[src/rtl/byte_serial_adder_pkg.sv]
// Shared constants and state encoding for the byte-serial adder.
// Optional build macro: BSA_SUB_EN (adds subtract mode).
package bsa_pkg;
    localparam int BYTE_W = 8;

    typedef enum logic [1:0] {
        IDLE = 2'd0,
        RUN  = 2'd1,
        DONE = 2'd2
    } bsa_state_t;
endpackage

[src/rtl/byte_serial_adder_if.sv]
// Operand/result handshake bundle for byte_serial_adder.
// Optional build macro: BSA_SUB_EN (adds in_sub).
interface byte_serial_adder_if
    import bsa_pkg::*;
#(
    parameter int NBYTES = 4
);
    localparam int W = NBYTES * BYTE_W;

    logic         in_valid;
    logic         in_ready;
    logic [W-1:0] in_a;
    logic [W-1:0] in_b;
    logic         in_cin;
`ifdef BSA_SUB_EN
    logic         in_sub;
`endif
    logic         out_valid;
    logic         out_ready;
    logic [W-1:0] out_sum;
    logic         out_cout;

    modport master (
        output in_valid, in_a, in_b, in_cin,
`ifdef BSA_SUB_EN
        output in_sub,
`endif
        output out_ready,
        input  in_ready, out_valid, out_sum, out_cout
    );

    modport slave (
        input  in_valid, in_a, in_b, in_cin,
`ifdef BSA_SUB_EN
        input  in_sub,
`endif
        input  out_ready,
        output in_ready, out_valid, out_sum, out_cout
    );
endinterface

[src/rtl/byte_serial_adder_ripple_8.sv]
// 8-bit ripple-carry adder shared by the byte-serial datapath.
module ripple_8 (
    input  logic [7:0] a,
    input  logic [7:0] b,
    input  logic       cin,
    output logic [7:0] sum,
    output logic       cout
);
    logic cy;

    always_comb begin
        cy  = cin;
        sum = '0;
        for (int i = 0; i < 8; i++) begin
            sum[i] = a[i] ^ b[i] ^ cy;
            cy     = (a[i] & b[i]) | (cy & (a[i] ^ b[i]));
        end
        cout = cy;
    end
endmodule

[src/rtl/byte_serial_adder.sv]
// Multi-byte adder: one ripple_8 reused LSB-first, one byte per clock.
// Optional build macro: BSA_SUB_EN (A-B mode selected by in_sub).
//
// state | meaning
// IDLE  | ready for operands
// RUN   | adding one byte per cycle, carry held between bytes
// DONE  | result held until out_ready
module byte_serial_adder
    import bsa_pkg::*;
#(
    parameter int NBYTES = 4
) (
    input  logic                clk,
    input  logic                rst,
    byte_serial_adder_if.slave  bus
);
    localparam int W    = NBYTES * BYTE_W;
    localparam int IDXW = $clog2(NBYTES);

    localparam logic [1:0] ST_IDLE = IDLE;
    localparam logic [1:0] ST_RUN  = RUN;
    localparam logic [1:0] ST_DONE = DONE;

    logic [1:0]        state;
    logic [W-1:0]      a_reg;
    logic [W-1:0]      b_reg;
    logic [W-1:0]      sum_reg;
    logic              carry;
    logic              cout_reg;
    logic [IDXW-1:0]   idx;
    logic [BYTE_W-1:0] add_b;
    logic [BYTE_W-1:0] add_s;
    logic              add_co;
    logic              seed;

`ifdef BSA_SUB_EN
    logic sub_reg;
    // Subtract is A + ~B + 1, so the carry seed is forced high.
    assign add_b = sub_reg ? ~b_reg[BYTE_W-1:0] : b_reg[BYTE_W-1:0];
    assign seed  = bus.in_sub | bus.in_cin;
`else
    assign add_b = b_reg[BYTE_W-1:0];
    assign seed  = bus.in_cin;
`endif

    ripple_8 u_add (
        .a    (a_reg[BYTE_W-1:0]),
        .b    (add_b),
        .cin  (carry),
        .sum  (add_s),
        .cout (add_co)
    );

    always_ff @(posedge clk) begin
        if (rst) begin
            state    <= ST_IDLE;
            a_reg    <= '0;
            b_reg    <= '0;
            sum_reg  <= '0;
            carry    <= 1'b0;
            cout_reg <= 1'b0;
            idx      <= '0;
`ifdef BSA_SUB_EN
            sub_reg  <= 1'b0;
`endif
        end else begin
            case (state)
                ST_IDLE: begin
                    if (bus.in_valid) begin
                        a_reg   <= bus.in_a;
                        b_reg   <= bus.in_b;
                        carry   <= seed;
                        idx     <= '0;
`ifdef BSA_SUB_EN
                        sub_reg <= bus.in_sub;
`endif
                        state   <= ST_RUN;
                    end
                end
                ST_RUN: begin
                    // Sum bytes enter at the top so byte 0 lands at the bottom after NBYTES shifts.
                    sum_reg <= {add_s, sum_reg[W-1:BYTE_W]};
                    carry   <= add_co;
                    a_reg   <= a_reg >> BYTE_W;
                    b_reg   <= b_reg >> BYTE_W;
                    idx     <= idx + 1'b1;
                    if (idx == IDXW'(NBYTES - 1)) begin
                        cout_reg <= add_co;
                        state    <= ST_DONE;
                    end
                end
                ST_DONE: begin
                    if (bus.out_ready) begin
                        state <= ST_IDLE;
                    end
                end
                default: state <= ST_IDLE;
            endcase
        end
    end

    assign bus.in_ready  = (state == ST_IDLE);
    assign bus.out_valid = (state == ST_DONE);
    assign bus.out_sum   = sum_reg;
    assign bus.out_cout  = cout_reg;
endmodule

[src/flat_wrapper.sv]
// flat-port wrapper written by rule: the top's interface ports become plain ports
module byte_serial_adder_flat import bsa_pkg::*;
#(
    parameter int NBYTES = 4
)
  (clk, rst, bus_in_valid, bus_in_a, bus_in_b, bus_in_cin, bus_out_ready, bus_in_ready, bus_out_valid, bus_out_sum, bus_out_cout);
  byte_serial_adder_if #(.NBYTES(NBYTES)) bus_i ();
  input  logic clk;
  input  logic rst;
  input wire logic [$bits(bus_i.in_valid)-1:0] bus_in_valid;
  input wire logic [$bits(bus_i.in_a)-1:0] bus_in_a;
  input wire logic [$bits(bus_i.in_b)-1:0] bus_in_b;
  input wire logic [$bits(bus_i.in_cin)-1:0] bus_in_cin;
  input wire logic [$bits(bus_i.out_ready)-1:0] bus_out_ready;
  output wire logic [$bits(bus_i.in_ready)-1:0] bus_in_ready;
  output wire logic [$bits(bus_i.out_valid)-1:0] bus_out_valid;
  output wire logic [$bits(bus_i.out_sum)-1:0] bus_out_sum;
  output wire logic [$bits(bus_i.out_cout)-1:0] bus_out_cout;
  assign bus_i.in_valid = bus_in_valid;
  assign bus_i.in_a = bus_in_a;
  assign bus_i.in_b = bus_in_b;
  assign bus_i.in_cin = bus_in_cin;
  assign bus_i.out_ready = bus_out_ready;
  assign bus_in_ready = bus_i.in_ready;
  assign bus_out_valid = bus_i.out_valid;
  assign bus_out_sum = bus_i.out_sum;
  assign bus_out_cout = bus_i.out_cout;
  byte_serial_adder #(.NBYTES(NBYTES)) u_core (.clk(clk), .rst(rst), .bus(bus_i));
endmodule
[config.mk]
export PLATFORM = sky130hd
export DESIGN_NAME = byte_serial_adder_flat
export DESIGN_NICKNAME = d
export VERILOG_FILES = /design/src/rtl/byte_serial_adder_pkg.sv /design/src/rtl/byte_serial_adder_if.sv /design/src/rtl/byte_serial_adder_ripple_8.sv /design/src/rtl/byte_serial_adder.sv /design/src/flat_wrapper.sv
export SDC_FILE = /design/constraint.sdc
export NUM_CORES = 1
export LEC_CHECK = 0
export ABC_CLOCK_PERIOD_IN_PS = 5000
export CAP_MARGIN = 20
export CORE_MARGIN = 5
export CORE_UTILIZATION = 49
export DETAILED_ROUTE_END_ITERATION = 8
export HOLD_SLACK_MARGIN = 0.06
export PLACE_DENSITY = 0.8
export SLEW_MARGIN = 20
export SYNTH_ARGS = -nofsm -noshare
export SYNTH_HDL_FRONTEND = slang
export SYNTH_HIERARCHICAL = 1
export SYNTH_SLANG_ARGS = --single-unit
[constraint.sdc]
create_clock -name clk -period 5 [get_ports clk]
set_input_delay 1 -clock clk [delete_from_list [all_inputs] [get_ports clk]]
set_output_delay 1 -clock clk [all_outputs]
set_load 0.03 [all_outputs]
== Yosys cells after proc, flatten, opt, wreduce, memory -nomap -nowiden ==
Index checks and enable logic that the tools add are counted.

* Eq/ne operators: 6
* Bitwise logic cells: 40
* $add $sub $neg: 1
* Reductions and logical operators: 5
* Mux-type cells: 12

{| class="wikitable"
|+ Operators by type and width
! cell !! number
|-
| one-hot mux 32 bit (2 select lines) || 2
|-
| 2-to-1 mux 32 bit || 2
|-
| bitwise AND 1 bit || 16
|-
| bitwise XOR 1 bit || 16
|-
| 2-to-1 mux 2 bit || 4
|-
| OR 1 bit || 8
|-
| one-hot mux 2 bit (3 select lines) || 1
|-
| == test 2 bit, second input constant || 2
|-
| inequality test 2 bit, second input constant || 2
|-
| one-hot mux 2 bit (2 select lines) || 1
|-
| AND reduction 2 bit || 2
|-
| AND reduction 3 bit || 1
|-
| adder 2 x 1 -> 2 bit, second input constant || 1
|-
| == test 2 x 1 -> 1 bit, second input constant || 1
|-
| zero test 2 bit || 1
|-
| inequality test 2 x 1 -> 1 bit, second input constant || 1
|-
| one-hot mux 1 bit (2 select lines) || 1
|-
| nonzero test 2 bit || 1
|-
| 2-to-1 mux 1 bit || 1
|}

* Register bits after elaboration: 102
* Word-level logic and storage cells: 71
* Input port bits: 69

== Longest topological paths before layout ==
* Word-level depth: 18
* Gate-level depth with buffers: 14

== Cells and area by module ==
Netlist, hierarchy kept.

{| class="wikitable"
|+ Modules (own cells, without submodules)
! module !! area each (um^2) !! cells each !! instances !! seq. area each (um^2)
|-
| byte_serial_adder || 3890.0 || 469 || 1 || 2042.0
|-
| ripple_8 || 197.7 || 18 || 1 || 0.0
|}

== Worst setup path before layout ==
OpenSTA, ideal clock, no wires.

* Path type: register to register
* From: register u_core.a_reg[0]
* To: register u_core.sum_reg[31], in the netlist u_core/bus.out_sum[31]
* Cell stages (with the launch flop): 15
* Path slack: 1460 ps
* Arrival: 3471 ps
* Setup time: 70 ps
* Cells stage by stage: dfxtp_1 fa_1 inv_1 fa_1 inv_1 fa_1 fa_1 fa_1 fa_1 fa_1 inv_1 fa_1 inv_1 nand2_1 a21oi_1

* Word-level cells in the longest chain between the ends: 16
* Elaborated cells on any way between the ends: 17
* Classes of those cells: bitwise: 17

{| class="wikitable"
|+ RTL lines
! item !! line !! text
|-
| start: declaration || byte_serial_adder.sv:25 || <nowiki>logic [W-1:0] a_reg;</nowiki>
|-
| start signal: assignment || byte_serial_adder.sv:70 || <nowiki>a_reg <= bus.in_a;</nowiki>
|-
| start signal: assignment || byte_serial_adder.sv:84 || <nowiki>a_reg <= a_reg >> BYTE_W;</nowiki>
|-
| bitwise XOR 1 bit || byte_serial_adder_ripple_8.sv:16 || <nowiki>cy = (a[i] & b[i]) | (cy & (a[i] ^ b[i]));</nowiki>
|-
| bitwise AND 1 bit || byte_serial_adder_ripple_8.sv:16 ||
|-
| OR 1 bit * || byte_serial_adder_ripple_8.sv:16 ||
|-
| bitwise AND 1 bit * || byte_serial_adder_ripple_8.sv:16 ||
|-
| OR 1 bit * || byte_serial_adder_ripple_8.sv:16 ||
|-
| bitwise AND 1 bit * || byte_serial_adder_ripple_8.sv:16 ||
|-
| OR 1 bit * || byte_serial_adder_ripple_8.sv:16 ||
|-
| bitwise AND 1 bit * || byte_serial_adder_ripple_8.sv:16 ||
|-
| OR 1 bit * || byte_serial_adder_ripple_8.sv:16 ||
|-
| bitwise AND 1 bit * || byte_serial_adder_ripple_8.sv:16 ||
|-
| OR 1 bit * || byte_serial_adder_ripple_8.sv:16 ||
|-
| bitwise AND 1 bit * || byte_serial_adder_ripple_8.sv:16 ||
|-
| OR 1 bit * || byte_serial_adder_ripple_8.sv:16 ||
|-
| bitwise AND 1 bit * || byte_serial_adder_ripple_8.sv:16 ||
|-
| OR 1 bit * || byte_serial_adder_ripple_8.sv:16 ||
|-
| bitwise XOR 1 bit * || byte_serial_adder_ripple_8.sv:15 || <nowiki>sum[i] = a[i] ^ b[i] ^ cy;</nowiki>
|-
| via u_core.add_s[7] || byte_serial_adder.sv:32 || <nowiki>logic [BYTE_W-1:0] add_s;</nowiki>
|-
| end signal: assignment || byte_serial_adder.sv:82 || <nowiki>sum_reg <= {add_s, sum_reg[W-1:BYTE_W]};</nowiki>
|-
| end: declaration || byte_serial_adder.sv:27 || <nowiki>logic [W-1:0] sum_reg;</nowiki>
|}

Mark *: on every way through the listed nets, which the timed path passes. The rest lies on a longest branch.
A chain may end at the register's enable or synchronous reset.

== Worst setup path in the final report ==
Same ends and word-level chain as after synthesis.

==> results.json <==
{
  "grt.overflow.total": 0,
  "ys_types": 28,
  "wl_per_cell_um": 13.5,
  "ir_drop_uv": 210,
  "nets": 645,
  "rsz0062_at_grt": "false",
  "cts_root_buf": "clkbuf_8",
  "worstSetupStartpointType": "register",
  "drt_iter0_drc": 156,
  "dieArea_mm2": 0.0103,
  "synth-edff-count": 0,
  "wl_um": 9160,
  "portBuffers": 103,
  "fillers": 685,
  "p_int_mw": 1.28,
  "yosysTopAreaCellShare_pct": 50.0,
  "cp.arrival_ns": 4.07,
  "cts.sinks": 102,
  "swShare_pct": 25.7,
  "setup_viol": 0,
  "antenna_found_initial": 0,
  "comb_power_share_pct": 15.1,
  "fp.coreArea_mm2": 0.00818,
  "syn-instance-count": 487,
  "place_hpwl_um": 6430,
  "viasPerCell": 5.14,
  "worst_slack_ns": 1.21,
  "area_growth_pct": 29.2,
  "cts_resized": 0,
  "ant_nets": 0,
  "synth_seq_area_share_pct": 50.0,
  "syn_nets": 565,
  "maxSlewHeadroom_pct": 36.2,
  "clk-insertion-delay-late_ns": 0.36,
  "synth_area_leaders": "dfxtp_1, nor2_1, nor4_1",
  "whs_ns": 0.465,
  "fin_crit_sh_pct": 75.9,
  "row_count": 33,
  "leakagePower_nw": 2.08,
  "final_cell_mix": "nor2_1, clkdlybuf4s50_1, dfxtp_1",
  "cts_setup_buffers": 0,
  "finalPower_mw": 1.73,
  "synth_area_per_cell_um2": 8.39,
  "synth_area_leader_cell": "dfxtp_1",
  "chipHeight_um": 101,
  "r2r_slack_ns": 1.21,
  "hp-class": "reg -> reg",
  "ios": 104,
  "report.final.slew_viol_count": 0,
  "first_pass_iters": 4,
  "cts_buffers": 9,
  "hold_violations": 0,
  "seq_power_share_pct": 52.3,
  "track_usage_pct": 18.1,
  "cts_hold_buf": 0,
  "worst_pin_slew_ns": 0.956,
  "synth_area_mm2": 0.00409,
  "async_flop_share_pct": 0,
  "fin_util_pct": 64.6,
  "via_count": 3483,
  "clock_tree.htree_level_count": 3,
  "cts_tree": "done",
  "start_util_pct": 50.0,
  "post-place-ws_ns": 1.24,
  "die_w_um": 101,
  "setup_tns_ns": 0,
  "crit_required_ns": 5.28,
  "gp_congestion": 0.828,
  "p_sw_mw": 0.444,
  "maxCapViolCount": 0,
  "ys_warn_count": 6,
  "pwr-share-clk_pct": 32.6,
  "path_class": "reg -> reg",
  "clk_pin_slew_ns": 0.10,
  "status": "finished clean",
  "grt_start_max_net_pins": 53,
  "period_minus_slack_ns": 3.79,
  "power_density_mw_per_mm2": 327,
  "max_freq_ghz": 0.264,
  "ys_seq_elements": 102,
  "critPathMaxFanout": 2,
  "synth_top_flop_cell": "dfxtp_1",
  "first_global_vias": 3374,
  "cp-end-kind": "register",
  "clock_skew_ns": 0.0109,
  "final_common_cell": "nor2_1",
  "antenna_cells": 0,
  "cts_buffer_depth": 2,
  "layout-drive-gt1-share_pct": 7.34,
  "drc": 0,
  "grt_pass1_wl_um": 15100
}
kinds of logic after synthesis:
| kind of cell | after synthesis | share of synthesized area [%] |
|---|---|---|
| multiplexers | 2 | 0.520 |
| AND/OR/NAND/NOR | 273 | 30.8 |
| AO/OA/AOI/OAI | 52 | 8.05 |
| adder cells (fa/ha/maj) | 9 | 4.22 |
| buffers and inverters | 49 | 6.49 |
| flip-flops | 102 | 50.0 |
final timing paths:
kind | startpoint | to | cells after the start
max | u_core/a_reg[0]$_SDFFE_PP0P_ | u_core/bus.out_sum[31]$_SDFFE_PP0P_ | 14
min | u_core/bus.out_sum[1]$_SDFFE_PP0P_ | u_core/bus.out_sum[1]$_SDFFE_PP0P_ | 2
max reg2reg | u_core/a_reg[0]$_SDFFE_PP0P_ | u_core/bus.out_sum[31]$_SDFFE_PP0P_ | 14
min reg2reg | u_core/bus.out_sum[1]$_SDFFE_PP0P_ | u_core/bus.out_sum[1]$_SDFFE_PP0P_ | 2
power groups by stage:
stage / clock network [mW] / logic [mW] / registers (mW)
detailed placement: 0 / 0.260 / 0.921
floorplan: 0 / 0.153 / 0.929
global route: 0.609 / 0.291 / 0.910
CTS: 0.573 / 0.263 / 0.903
global placement: 0 / 0.257 / 0.919
finish: 0.563 / 0.261 / 0.903
critical path, stage by stage, from the launching register on:
cell     delay [ns]
dfxtp_1        0.34
fa_1           0.42
inv_1          0.08
fa_1           0.18
inv_1          0.06
fa_1           0.37
fa_1           0.39
fa_1           0.39
fa_1           0.39
fa_1           0.37
inv_1          0.08
fa_1           0.40
inv_1          0.06
nand2_1        0.04
a21oi_1        0.14
area by class of cell:
class	instances	area (µm²)	area share (%)
clock inverters	6	83.8	1.59
flip-flops and latches	102	2040	38.7
clock buffers	10	138	2.61
inverters	11	41.3	0.782
repair buffers	107	1060	20.0
multi-input cells	336	1790	33.9
well taps	105	131	2.49
metrics by stage:
stage          cell area, µm²  std cells
2_1_floorplan            4090        487
3_3_place_gp             5060        661
3_5_place_dp             5060        661
4_1_cts                  5280        677
5_1_grt                  5280        677
6_report                 5280        677
routing by layer:
metal | wire (µm) | vias up | global-route usage (%) | part of all wire [%]
li1 | - | 1763 | - | -
met1 | 4060 | 1596 | 24.3 | 44
met2 | 4360 | 107 | 28.4 | 48
met3 | 556 | 17 | 3.72 | 6.1
met4 | 182 | 0 | 7.67 | 2.0
met5 | 0 | - | 0 | 0
synthesized netlist by cell type (2+ instances only):
library cell and count:
clkbuf_1 16, nor2b_1 2, a21oi_1 34, nor2_2 7, nor2_1 139, nor2_4 4
nand2b_1 2, dfxtp_1 102, buf_6 6, buf_2 13, nor4_1 45, nor4_2 4
nand2_1 65, fa_1 8, inv_1 11, a22o_1 17
Power figures use the tool's default switching activity.
